==> config.mk <==
export PLATFORM = sky130hd
export DESIGN_NAME = mem_latency_timer
export DESIGN_NICKNAME = d
export VERILOG_FILES = /design/src/rtl/mem_latency_timer.sv
export SDC_FILE = /design/constraint.sdc
export NUM_CORES = 1
export LEC_CHECK = 0
export ABC_AREA = 1
export BUFFER_PORTS_ARGS = -buffer_cell sky130_fd_sc_hd__buf_2
export CORE_AREA = 4 4 41 43
export CTS_CLUSTER_DIAMETER = 40
export CTS_CLUSTER_SIZE = 28
export DETAILED_ROUTE_END_ITERATION = 8
export DIE_AREA = 0 0 45 47
export MAX_ROUTING_LAYER = met4
export PLACE_DENSITY = 0.52
export SETUP_SLACK_MARGIN = 0.5
export SYNTH_ARGS = -nofsm -noshare
export SYNTH_HDL_FRONTEND = slang
export SYNTH_SLANG_ARGS = --single-unit
==> constraint.sdc <==
create_clock -name clk -period 1.2 [get_ports clk]
set_input_delay 0.06 -clock clk [delete_from_list [all_inputs] [get_ports clk]]
set_output_delay 0.06 -clock clk [all_outputs]
set_load 0.005 [all_outputs]
==> src/rtl/mem_latency_timer.sv <==
// ============================================================================
//  Module   : mem_latency_timer
//  Purpose  : Loadable down-counter that paces a memory request.
//  Ports    : clk, rst_n (sync, active-low)
//             load      - load load_val into the counter
//             load_val  - latency minus one
//             done      - high in the cycle whose decrement reaches zero
//  Revision : 1.0  initial release
// ============================================================================
`default_nettype none

module mem_latency_timer #(
    parameter int CNT_W = 5
) (
    input  logic             clk,
    input  logic             rst_n,
    input  logic             load,
    input  logic [CNT_W-1:0] load_val,
    output logic             done
);

    logic [CNT_W-1:0] r_count;

    always_ff @(posedge clk) begin
        if (!rst_n) begin
            r_count <= '0;
        end else if (load) begin
            r_count <= load_val;
        end else if (r_count != '0) begin
            r_count <= r_count - CNT_W'(1);
        end
    end

    // The FSM leaves BUSY on the same edge the count lands on zero.
    assign done = (r_count == CNT_W'(1));

endmodule : mem_latency_timer

`default_nettype wire

# Yosys cells after proc, flatten, opt, wreduce, memory -nomap -nowiden
# Cells that the tools add are included.
[word_totals]
ramBits = 0
latchBits = 0
out_inout_bits = 1
elab_cells = 7
mem_bits_ro = 0
input_bits = 8
n_memories = 0
regBits = 5
[classes]
bitwise_logic = 0
div = 0
n_addsub = 1
order_cmp = 0
n_eq_ne = 1
mul = 0
n_mux = 2
n_reduce_logical = 2
shifts = 0
[op_table]
columns = ["op", "count"]
rows = [
  ["$mux W5", 2],
  ["$eq A5 B1 Y1 const B", 1],
  ["$reduce_bool A5 Y1", 1],
  ["$sub A5 B1 Y5 const B", 1],
  ["$reduce_bool A2 Y1", 1],
]

# Depth between registers and ports, before layout
# Gate-level depths: netlist (run 1).
[depth]
ltp_word = 3
mapped_depth = 8
mapped_depth_nobuf = 8

# Least setup slack after synthesis (run 1)
# Ideal clock, no wire load.
[synth_timing]
path_kind = "register to register"
from = "register r_count[0]"
to = "register r_count[0]"
setup_time_ns = 0.113
path_stages_with_launch = 9
n_path_buf = 0
setup_slack_ns = 0.150
period_less_slack_ns = 1.050
arrival_ns = 0.937
required_time_ns = 1.087
cell_sequence = "dfxtp_1 -> inv_1 -> ha_1 -> inv_1 -> nor2_2 -> nand3_2 -> nand2_1 -> nand2_1 -> nor2_1"
[synth_between]
elab_chain_cells = 3
elab_cells_between_ends = 5
cone_classes = "add/sub (1); mux (2); reduce/logical (2)"
[synth_lines]
columns = ["item", "line_no", "text"]
rows = [
  ["start: declaration", "22", "logic [CNT_W-1:0] r_count;"],
  ["start signal: assignment", "28", "r_count <= load_val;"],
  ["start signal: assignment", "30", "r_count <= r_count - CNT_W'(1);"],
  ["$sub A5 B1 Y5", "30", ""],
  ["$mux W5", "29", "end else if (r_count != '0) begin"],
  ["$mux W5", "27", "end else if (load) begin"],
]
# Parallel ways exist; a longest one is shown, timed or not. The select of a mux whose other input is x is not followed.
# A chain may end at the register's enable or synchronous reset.

# Worst setup path after layout (run 1)
[layout_timing]
from = "register r_count[1]"
to = "output port done"
[layout_between]
elab_chain_cells = 1
[layout_lines]
columns = ["item", "line_no", "text"]
rows = [
  ["$eq A5 B1 Y1", "35", "assign done = (r_count == CNT_W'(1));"],
  ["end: declaration", "19", "output logic done"],
]
# Every way passes these cells.

==> insert_results.sql, run 1 <==
INSERT INTO impl_metrics (metric_group, metric, value, unit) VALUES
('timing', 'clock.fmax', '904', 'MHz'),
('status', 'run_status', 'finished clean', ''),
('route', 'wl', '694', 'µm'),
('pwr', 'static-leakage-power', '0.225', 'nW'),
('die', 'design.core.area', '0.00130', 'mm²'),
('pwr', 'total_switching_power', '0.206', 'mW'),
('timing', 'worst_clock_skew', '0.000918', 'ns'),
('final_layout', 'largest_register', 'r_count', ''),
('grt', 'first_global_vias', '309', ''),
('pwr', 'fin_total_pwr', '0.620', 'mW'),
('final_layout', 'multiInputGateArea', '246', 'µm²'),
('final_layout', 'top_library_cells_by_usage_in_the_layout_fill_and_taps_aside', '8 x sky130_fd_sc_hd__nor2_1, 8 x sky130_fd_sc_hd__nand2_1, 7 x sky130_fd_sc_hd__buf_2', ''),
('critical_path', 'critical_path.reg2reg.endpoint', 'r_count[2]', ''),
('timing', 'setup_tns', '0', 'ns'),
('route', 'route.vias.total', '339', ''),
('die', 'floorplan.die_area', '0.00212', 'mm²'),
('route', 'drt-vias-per-instance', '4.46', ''),
('logic_synthesis', 'number_of_register_bits_inferred_by_synthesis', '5', ''),
('placed_design', 'placed_cells', '70', ''),
('clocking', 'cts_buffers', '3', ''),
('logic_synthesis', 'synth-warning-count', '0', ''),
('flow_run', 'cap_violations', '0', ''),
('timing', 'report.final.hold_viol_count', '0', ''),
('critical_path', 'cp.arrival', '1.05', 'ns'),
('die', 'die_y', '47', 'µm'),
('die', 'die_x', '45', 'µm'),
('timing', 'setup_viol', '0', ''),
('route', 'drc', '0', ''),
('clocking', 'clkSinkCount', '5', ''),
('critical_path', 'crit_type', 'flop to output pin', ''),
('final_layout', 'design.final.nets', '72', ''),
('route', 'drt-initial-drc-count', '4', ''),
('die', 'initial_core_util', '23.7', '%'),
('final_layout', 'largest_registers', 'r_count x5', ''),
('timing', 'timing.max_slew.rel_slack', '86.6', '%'),
('final_layout', 'final_cells', '76', ''),
('critical_path', 'r2r_slack', '0.14', 'ns'),
('clocking', 'clock_latency', '0.24', 'ns'),
('grt', 'grt_pass1_wl', '1150', 'µm'),
('grt', 'grt_overflow_total', '0', ''),
('pwr', 'comb_power_share', '33.2', '%'),
('logic_synthesis', 'postSynthCellCount', '47', ''),
('route', 'drt_first_pass_iters', '3', ''),
('die', 'top_level_pins', '9', ''),
('critical_path', 'worst-path-max-fanout', '3', ''),
('clocking', 'cts_htree_levels', '1', ''),
('timing', 'period_needed', '1.11', 'ns'),
('logic_synthesis', 'syn-num-nets', '57', ''),
('placed_design', 'dpl.hpwl', '547', 'µm'),
('placed_design', 'io_buffer_count', '8', ''),
('logic_synthesis', 'synth_cell_types', '15', ''),
('final_layout', 'max_reg_flops', '5', ''),
('worst_hold_path', 'worst_hold_path_type', 'input port to flop', ''),
('worst_hold_path', 'min_path_cells', '3', ''),
('pwr', 'power_density', '1260', 'mW/mm²'),
('pwr', 'share_clk_of_total_power', '31.6', '%'),
('final_layout', 'drive_above_1_share', '47.5', '%'),
('route', 'final_antenna_net_count', '0', ''),
('worst_hold_path', 'worstHoldStart', 'rst_n', ''),
('placed_design', 'gpl.final_weighted_congestion', '0.712', ''),
('logic_synthesis', 'netlist.area_leader.share', '32.4', '%'),
('clocking', 'reg_clk_slew_reported_paths', '0.04', 'ns'),
('pwr', 'netSwitchingFraction', '33.2', '%'),
('logic_synthesis', 'synth_area_leaders', 'sky130_fd_sc_hd__dfxtp_1 32%, sky130_fd_sc_hd__nand2_1 11%, sky130_fd_sc_hd__nor2_1 9.7%, sky130_fd_sc_hd__ha_1 8.1%, sky130_fd_sc_hd__inv_1 7.3%', ''),
('critical_path', 'endpoint_kind', 'output pin', ''),
('critical_path', 'r2r.worst_path.cells', '7', ''),
('critical_path', 'reg2reg_from', 'r_count[0]', ''),
('final_layout', 'fillerInstances', '154', ''),
('grt', 'grt_start_max_net_pins', '9', ''),
('logic_synthesis', 'syn-mean-instance-area', '6.58', 'µm²'),
('clocking', 'root_buffer', 'sky130_fd_sc_hd__clkbuf_4', '');
-- logic make-up (layout without fill, tap and decap cells) --
kind of cell	count (synthesis)	count (layout)	synth area share, %
AO/OA/AOI/OAI	7	7	12.1
adder cells (fa/ha/maj)	2	2	8.10
buffers and inverters	7	21	8.50
flip-flops	5	5	32.4
AND/OR/NAND/NOR	26	26	38.9
-- area by class of cell --
type / count / area share (%)
Inverter: 7 / 6.38
Clock buffer: 4 / 5.36
Multi-Input combinational cell: 35 / 50.3
Timing Repair Buffer: 10 / 12.5
Sequential cell: 5 / 21.7
Tap cell: 15 / 3.83
-- synthesized netlist by cell type --
master / number
sky130_fd_sc_hd__nand3_2: 1
sky130_fd_sc_hd__nand4_1: 1
sky130_fd_sc_hd__inv_2: 1
sky130_fd_sc_hd__nor2_2: 2
sky130_fd_sc_hd__nand3_1: 3
sky130_fd_sc_hd__a21oi_1: 3
sky130_fd_sc_hd__o21ai_0: 3
sky130_fd_sc_hd__inv_1: 6
sky130_fd_sc_hd__ha_1: 2
sky130_fd_sc_hd__nor2_1: 8
sky130_fd_sc_hd__nand2_1: 9
sky130_fd_sc_hd__and3_1: 1
sky130_fd_sc_hd__or2_0: 1
sky130_fd_sc_hd__o21a_1: 1
sky130_fd_sc_hd__dfxtp_1: 5
-- per-layer routing --
layer,track usage (%),vias up,share of wire (%)
met4,1.75,0,0
met1,7.73,148,42
li1,-,181,-
met3,6.13,0,11
met2,13.0,10,47
met5,-,-,0
-- per-stage QoR --
stage                     worst slack [ns]  hold WS [ns]  utilization, %  instance area [µm²]
final                               0.0942        0.0820            37.7                  490
after global routing                0.0368        0.0924            37.7                  490
after CTS                           0.0838        0.0757            35.2                  458
after detailed placement             0.107         0.331            29.4                  383
after global placement               0.103         0.321            29.4                  383
after floorplan                      0.187         0.174               -                  324
-- worst max-delay path by stage --
stage          startpoint    endpoint  slack [ns]  cells past startpoint
2_1_floorplan  r_count[0]  r_count[0]        0.19                      7
3_5_place_dp   r_count[1]  r_count[0]        0.11                      7
4_1_cts        r_count[1]        done        0.08                      4
5_1_grt        r_count[0]  r_count[0]        0.04                      8
6_report       r_count[1]        done        0.09                      4
3_3_place_gp   r_count[1]  r_count[0]        0.10                      7
-- power by group through the flow --
stage                     registers (mW)  logic [mW]  clock network, mW
after global placement             0.210       0.153                  0
after detailed placement           0.211       0.153                  0
final                              0.218       0.206              0.196
after CTS                          0.215       0.179              0.201
after global routing               0.221       0.237              0.216
after floorplan                    0.206       0.115                  0
-- worst max-delay path: stages, from the launching register on --
cell and delay [ns]:
sky130_fd_sc_hd__dfxtp_2 0.34, sky130_fd_sc_hd__inv_4 0.05, sky130_fd_sc_hd__ha_4 0.15, sky130_fd_sc_hd__and3_4 0.16, sky130_fd_sc_hd__buf_6 0.11
-- repair_timing --
item	4_1_cts	5_1_grt
buffers inserted	1	1
endpoints found under the setup margin	6	6
gates cloned	0	0
resized for setup	9	6
endpoints found under the hold margin	0	0
pin swaps	7	5
hold buffers	0	0
No activity file was read; power rests on OpenSTA's default activity.
==> run 2, diff against run 1 <==
PLACE_DENSITY = not set   (was 0.52)
PLACE_DENSITY_LB_ADDON = 0.25   (was not set)
==> run 2 against run 1 <==
Net effect: first-iteration DRC count is 75% lower; design area is 1.3% higher; die area stayed put; clock skew hardly changed; via count is 2.1% lower; worst setup slack better by 0.0059 ns; fmax is 0.54% higher; combinational power is 2% higher; critical path depth is 1 lower.
==> insert_results.sql, run 2 (synthesized netlist as in run 1, its figures left out) <==
INSERT INTO impl_metrics (metric_group, metric, value, unit) VALUES
('status', 'run_status', 'finished clean', ''),
('die', 'initial_core_util', '23.7', '%'),
('placed_design', 'io_buffer_count', '8', ''),
('critical_path', 'cp.arrival', '1.04', 'ns'),
('pwr', 'internal_power', '0.417', 'mW'),
('final_layout', 'max_reg_flops', '5', ''),
('timing', 'timing.max_slew.rel_slack', '84.1', '%'),
('placed_design', 'dpl.hpwl', '504', 'µm'),
('critical_path', 'setup.worst_path.start_class', 'flop', ''),
('timing', 'worst-slew-pin-transition', '0.237', 'ns'),
('final_layout', 'largest_registers', 'r_count x5', ''),
('clocking', 'cts_htree_levels', '1', ''),
('die', 'die_x', '45', 'µm'),
('critical_path', 'crit_type', 'flop to output pin', ''),
('critical_path', 'worstPathCellList', 'nor2_4 > and3_4 > buf_6', ''),
('pwr', 'comb_power_share', '33.7', '%'),
('placed_design', 'area_of_placed_instances', '383', 'µm²'),
('placed_design', 'placed_cells', '70', ''),
('final_layout', 'fillerInstances', '148', ''),
('flow_run', 'cap_violations', '0', ''),
('timing', 'period_needed', '1.10', 'ns'),
('route', 'final_antenna_net_count', '0', ''),
('timing', 'grt_setup_unrepaired', 'yes', ''),
('die', 'floorplan.die_area', '0.00212', 'mm²'),
('worst_hold_path', 'worst_hold_path_type', 'input port to flop', ''),
('timing', 'timing.final.crit_share', '91.7', '%'),
('clocking', 'cts_buffers', '3', ''),
('route', 'wl', '752', 'µm'),
('timing', 'clock.fmax', '909', 'MHz'),
('pwr', 'netSwitchingFraction', '33.1', '%'),
('final_layout', 'final_cell_area', '497', 'µm²'),
('route', 'route.vias.total', '332', ''),
('placed_design', 'gpl.final_weighted_congestion', '0.669', ''),
('timing', 'finalMaxSlewViolations', '0', ''),
('route', 'drt-initial-drc-count', '1', ''),
('final_layout', 'design.final.nets', '73', ''),
('final_layout', 'top_library_cells_by_usage_in_the_layout_fill_and_taps_aside', '8 x sky130_fd_sc_hd__nor2_1, 8 x sky130_fd_sc_hd__nand2_1, 7 x sky130_fd_sc_hd__buf_2', ''),
('die', 'die_y', '47', 'µm'),
('die', 'design.core.area', '0.00130', 'mm²'),
('final_layout', 'final_cells', '77', ''),
('critical_path', 'endpoint_kind', 'output pin', ''),
('critical_path', 'critical_path_required', '1.14', 'ns'),
('timing', 'setup_tns', '0', 'ns'),
('final_layout', 'largest_register', 'r_count', ''),
('grt', 'overall_fraction_of_global_route_tracks_in_use', '8.74', '%'),
('clocking', 'clkSinkCount', '5', ''),
('timing', 'worst_clock_skew', '0.00133', 'ns'),
('pwr', 'static-leakage-power', '0.227', 'nW'),
('route', 'drt_first_pass_iters', '2', ''),
('pwr', 'p_seq_share', '35.0', '%'),
('timing', 'setup_viol', '0', ''),
('grt', 'grt_overflow_total', '0', ''),
('grt', 'grt_start_max_net_pins', '9', ''),
('critical_path', 'critical_path.slowest_cell', 'sky130_fd_sc_hd__dfxtp_1', ''),
('grt', 'antenna_found_initial', '0', ''),
('route', 'wl_per_instance', '9.77', 'µm'),
('route', 'drt-vias-per-instance', '4.31', ''),
('pwr', 'total_switching_power', '0.207', 'mW'),
('clocking', 'cts.path.max_buffers', '2', ''),
('die', 'core.rowCount', '13', ''),
('clocking', 'tritoncts', 'done', ''),
('clocking', 'clock_latency', '0.24', 'ns'),
('pwr', 'max-vdd-ir-drop', '0.000517', 'V'),
('grt', 'grt_pass1_wl', '1250', 'µm'),
('clocking', 'reg_clk_slew_reported_paths', '0.04', 'ns'),
('timing', 'report.final.hold_viol_count', '0', ''),
('final_layout', 'drive_above_1_share', '48.4', '%'),
('pwr', 'share_clk_of_total_power', '31.3', '%'),
('pwr', 'power_density', '1260', 'mW/mm²'),
('clocking', 'root_buffer', 'sky130_fd_sc_hd__clkbuf_4', ''),
('die', 'top_level_pins', '9', ''),
('route', 'drc', '0', ''),
('grt', 'first_global_vias', '308', ''),
('final_layout', 'areaGrowthSynthToFinish', '60.7', '%'),
('final_layout', 'number_of_antenna_repair_diodes', '0', ''),
('critical_path', 'cp_slowest_stage_delay', '0.35', 'ns'),
('critical_path', 'worst-path-max-fanout', '3', '');
-- run 2: cell types whose count changed in the layout (fill, tap and decap cells not counted) --
cell,delta
sky130_fd_sc_hd__a21oi_1,-1
sky130_fd_sc_hd__buf_4,+1
sky130_fd_sc_hd__nand3_2,-1
sky130_fd_sc_hd__a21oi_2,+1
sky130_fd_sc_hd__nand3_1,+1
-- run 2: layout make-up --
type / count / area [µm²] / share of cell area, %
flip-flops and latches: 5 / 106 / 21.4
repair buffers: 11 / 68.8 / 13.9
inverters: 7 / 31.3 / 6.30
multi-input cells: 35 / 245 / 49.4
clock buffers: 4 / 26.3 / 5.29
well taps: 15 / 18.8 / 3.78
-- run 2: path summary, 6_finish.rpt --
kind / from / to / slack (ns) / cells past startpoint
worst max-delay path: r_count[3] / done / 0.10 / 3
worst max register to register: r_count[0] / r_count[2] / 0.15 / 7
worst min register to register: r_count[4] / r_count[4] / 0.50 / 2
worst min-delay path: load_val[2] / r_count[2] / 0.07 / 3
-- run 2: power groups by stage --
stage,clock network (mW),registers (mW),logic (mW)
global placement,0,0.210,0.149
detailed placement,0,0.210,0.149
floorplan,0,0.206,0.115
CTS,0.210,0.213,0.177
finish,0.195,0.218,0.210
global route,0.222,0.222,0.243
-- run 2: layer usage --
layer	vias up	share of wire (%)	track usage (%)
met5	-	0	-
met4	0	0	0
li1	181	-	-
met3	0	6.5	6.90
met1	143	46	9.59
met2	8	48	13.3
-- run 2: repair_timing --
action / 4_1_cts / 5_1_grt
setup endpoints to repair: 6 / 6
hold buffers: 0 / 0
setup buffers: 2 / 1
pin swaps: 2 / 6
gates resized for setup: 7 / 8
-- run 2: per-stage QoR --
stage / total power, mW / hold slack, ns / setup slack (ns) / util (%)
finish: 0.624 / 0.0744 / 0.100 / 38.2
detailed placement: 0.360 / 0.328 / 0.0963 / 29.4
global placement: 0.359 / 0.319 / 0.103 / 29.4
floorplan: 0.321 / 0.174 / 0.187 / -
global route: 0.687 / 0.0850 / 0.0393 / 38.2
CTS: 0.600 / 0.0777 / 0.0872 / 34.7
-- run 2: critical path, delay by kind of cell (launching register included) --
kind                   cells  cell delay (ns)
buffers and inverters      1             0.09
DFF                        1             0.35
and+or+nand+nor            2             0.36
==> run 3, diff against run 2 <==
--- a/config.mk
+++ b/config.mk
@@ -16,2 +16,3 @@
 export PLACE_DENSITY_LB_ADDON = 0.25
+export RECOVER_POWER = 100
 export SETUP_SLACK_MARGIN = 0.5
--- a/constraint.sdc
+++ b/constraint.sdc
@@ -3,2 +3,2 @@
 set_output_delay 0.06 -clock clk [all_outputs]
-set_load 0.005 [all_outputs]
+set_load 0.02 [all_outputs]
==> run 3 against run 2 <==
Net effect: fmax decreased by 3.2%; non-clock buffer count increased by 1; largest cell class unchanged; largest power group is now combinational logic; flip-flop and latch count unchanged; clock power increased by 3%; total power increased by 3.3%; critical endpoint unchanged; core utilization unchanged.
==> insert_results.sql, run 3 (synthesized netlist as in run 1, its figures left out) <==
INSERT INTO impl_metrics (metric_group, metric, value, unit) VALUES
('placed_design', 'io_buffer_count', '8', ''),
('critical_path', 'critical_path.slowest_cell', 'sky130_fd_sc_hd__dfxtp_2', ''),
('critical_path', 'critical_path_required', '1.14', 'ns'),
('critical_path', 'cp_slowest_stage_delay', '0.35', 'ns'),
('grt', 'grt_start_max_net_pins', '9', ''),
('placed_design', 'dp_slack', '0.102', 'ns'),
('final_layout', 'largest_register', 'r_count', ''),
('timing', 'setup_tns', '0', 'ns'),
('critical_path', 'endpoint_kind', 'output pin', ''),
('timing', 'clock.fmax', '880', 'MHz'),
('critical_path', 'worst-path-max-fanout', '3', ''),
('route', 'drt-vias-per-instance', '4.32', ''),
('timing', 'finalMaxSlewViolations', '0', ''),
('final_layout', 'multiInputGateArea', '239', 'µm²'),
('pwr', 'share_clk_of_total_power', '31.2', '%'),
('grt', 'overall_fraction_of_global_route_tracks_in_use', '8.66', '%'),
('final_layout', 'design.final.nets', '74', ''),
('pwr', 'netSwitchingFraction', '33.3', '%'),
('final_layout', 'number_of_antenna_repair_diodes', '0', ''),
('clocking', 'clkSinkCount', '5', ''),
('worst_hold_path', 'worst_hold_path_type', 'input port to flop', ''),
('final_layout', 'largest_registers', 'r_count x5', ''),
('critical_path', 'cp.arrival', '1.08', 'ns'),
('clocking', 'cts_htree_levels', '1', ''),
('final_layout', 'max_reg_flops', '5', ''),
('timing', 'holdWs', '0.0418', 'ns'),
('clocking', 'root_buffer', 'sky130_fd_sc_hd__clkbuf_4', ''),
('pwr', 'static-leakage-power', '0.226', 'nW'),
('final_layout', 'drive_above_1_share', '49.2', '%'),
('clocking', 'tritoncts', 'done', ''),
('pwr', 'power_density', '1300', 'mW/mm²'),
('placed_design', 'gpl.final_weighted_congestion', '0.725', ''),
('route', 'drt-initial-drc-count', '3', ''),
('die', 'die_x', '45', 'µm'),
('route', 'drt_first_pass_iters', '2', ''),
('final_layout', 'top_library_cells_by_usage_in_the_layout_fill_and_taps_aside', '8 x sky130_fd_sc_hd__nand2_1, 7 x sky130_fd_sc_hd__nor2_1, 7 x sky130_fd_sc_hd__buf_2', ''),
('route', 'route.vias.total', '337', ''),
('grt', 'first_global_vias', '347', ''),
('timing', 'timing.max_slew.rel_slack', '89.7', '%'),
('die', 'initial_core_util', '23.7', '%'),
('route', 'wl_per_instance', '9.51', 'µm'),
('final_layout', 'areaGrowthSynthToFinish', '60.7', '%'),
('die', 'die_y', '47', 'µm'),
('clocking', 'reg_clk_slew_reported_paths', '0.05', 'ns'),
('route', 'drc', '0', ''),
('timing', 'grt_setup_unrepaired', 'yes', ''),
('final_layout', 'final_cell_area', '497', 'µm²'),
('grt', 'antenna_found_initial', '0', ''),
('timing', 'timing.final.crit_share', '94.7', '%'),
('route', 'final_antenna_net_count', '0', ''),
('final_layout', 'fillerInstances', '147', ''),
('pwr', 'comb_power_share', '35.3', '%'),
('pwr', 'p_seq_share', '33.5', '%'),
('clocking', 'cts.path.max_buffers', '2', ''),
('pwr', 'total_switching_power', '0.214', 'mW'),
('placed_design', 'dpl.hpwl', '543', 'µm'),
('die', 'design.core.area', '0.00130', 'mm²'),
('status', 'run_status', 'finished clean', ''),
('pwr', 'max-vdd-ir-drop', '0.000474', 'V'),
('timing', 'setup_viol', '0', ''),
('critical_path', 'r2r.worst_path.cells', '7', ''),
('placed_design', 'area_of_placed_instances', '388', 'µm²'),
('flow_run', 'cap_violations', '0', ''),
('final_layout', 'sequential_cell_area', '104', 'µm²'),
('clocking', 'clock_latency', '0.25', 'ns'),
('grt', 'grt_pass1_wl', '1250', 'µm'),
('critical_path', 'crit_type', 'flop to output pin', ''),
('die', 'core.rowCount', '13', ''),
('die', 'top_level_pins', '9', ''),
('pwr', 'internal_power', '0.430', 'mW'),
('timing', 'worst_clock_skew', '0.0124', 'ns'),
('final_layout', 'commonest_non_fill_non_tap_cell_in_the_layout', 'sky130_fd_sc_hd__nand2_1', ''),
('worst_hold_path', 'min_path_cells', '3', ''),
('critical_path', 'worstPathCellList', 'inv_4 > ha_4 > and3_4 > buf_6', ''),
('timing', 'worst-slew-pin-transition', '0.152', 'ns'),
('critical_path', 'setup.worst_path.start_class', 'flop', ''),
('grt', 'grt_overflow_total', '0', ''),
('route', 'wl', '742', 'µm'),
('timing', 'setup_ws', '0.0637', 'ns'),
('die', 'floorplan.die_area', '0.00212', 'mm²'),
('clocking', 'cts_buffers', '3', ''),
('timing', 'period_needed', '1.14', 'ns'),
('timing', 'report.final.hold_viol_count', '0', '');
run 3: per-stage QoR:
step / util (%) / cells / power [mW]
finish: 38.2 / 78 / 0.644
global route: 38.2 / 78 / 0.694
CTS: 34.4 / 76 / 0.598
detailed placement: 29.8 / 70 / 0.372
global placement: 29.8 / 70 / 0.374
floorplan: - / 47 / 0.329
run 3: final cells by class:
type / instances / share of cell area (%)
inverters: 7 / 6.55
clock buffers: 4 / 5.29
flip-flops and latches: 5 / 20.9
multi-input cells: 35 / 48.1
well taps: 15 / 3.78
repair buffers: 12 / 15.4
run 3: timing repair:
item | in CTS | in global routing
hold buffers | 0 | 0
endpoints found under the setup margin | 6 | 6
gates resized for setup | 4 | 12
setup buffers | 2 | 2
pin swaps | 0 | 6
run 3: power groups by stage:
stage / Clock (mW) / Combinational [mW] / Sequential, mW
after floorplan: 0 / 0.123 / 0.206
after global placement: 0 / 0.164 / 0.209
after detailed placement: 0 / 0.161 / 0.211
after CTS: 0.207 / 0.181 / 0.209
after global routing: 0.220 / 0.255 / 0.219
final: 0.201 / 0.228 / 0.216
run 3: critical path, delay by kind of cell (launching register included):
family / cells / cell delay [ns]
DFF: 1 / 0.35
buffers and inverters: 2 / 0.17
and+or+nand+nor: 1 / 0.16
adders and majority gates: 1 / 0.14
run 3: final timing paths:
path,from,endpoint,slack (ns)
max,r_count[1],done,0.06
min,load_val[2],r_count[2],0.04
max reg2reg,r_count[0],r_count[1],0.09
min reg2reg,r_count[4],r_count[4],0.51
run 3: per-layer routing:
layer  share of wire [%]  wire, µm  global-route usage [%]  vias up
li1                    -         -                       -      181
met1                  44       324                    8.45      151
met2                  52       389                    14.4        5
met3                 3.8        28                    3.45        0
met4                   0         0                    5.26        0
met5                   0         0                       -        -
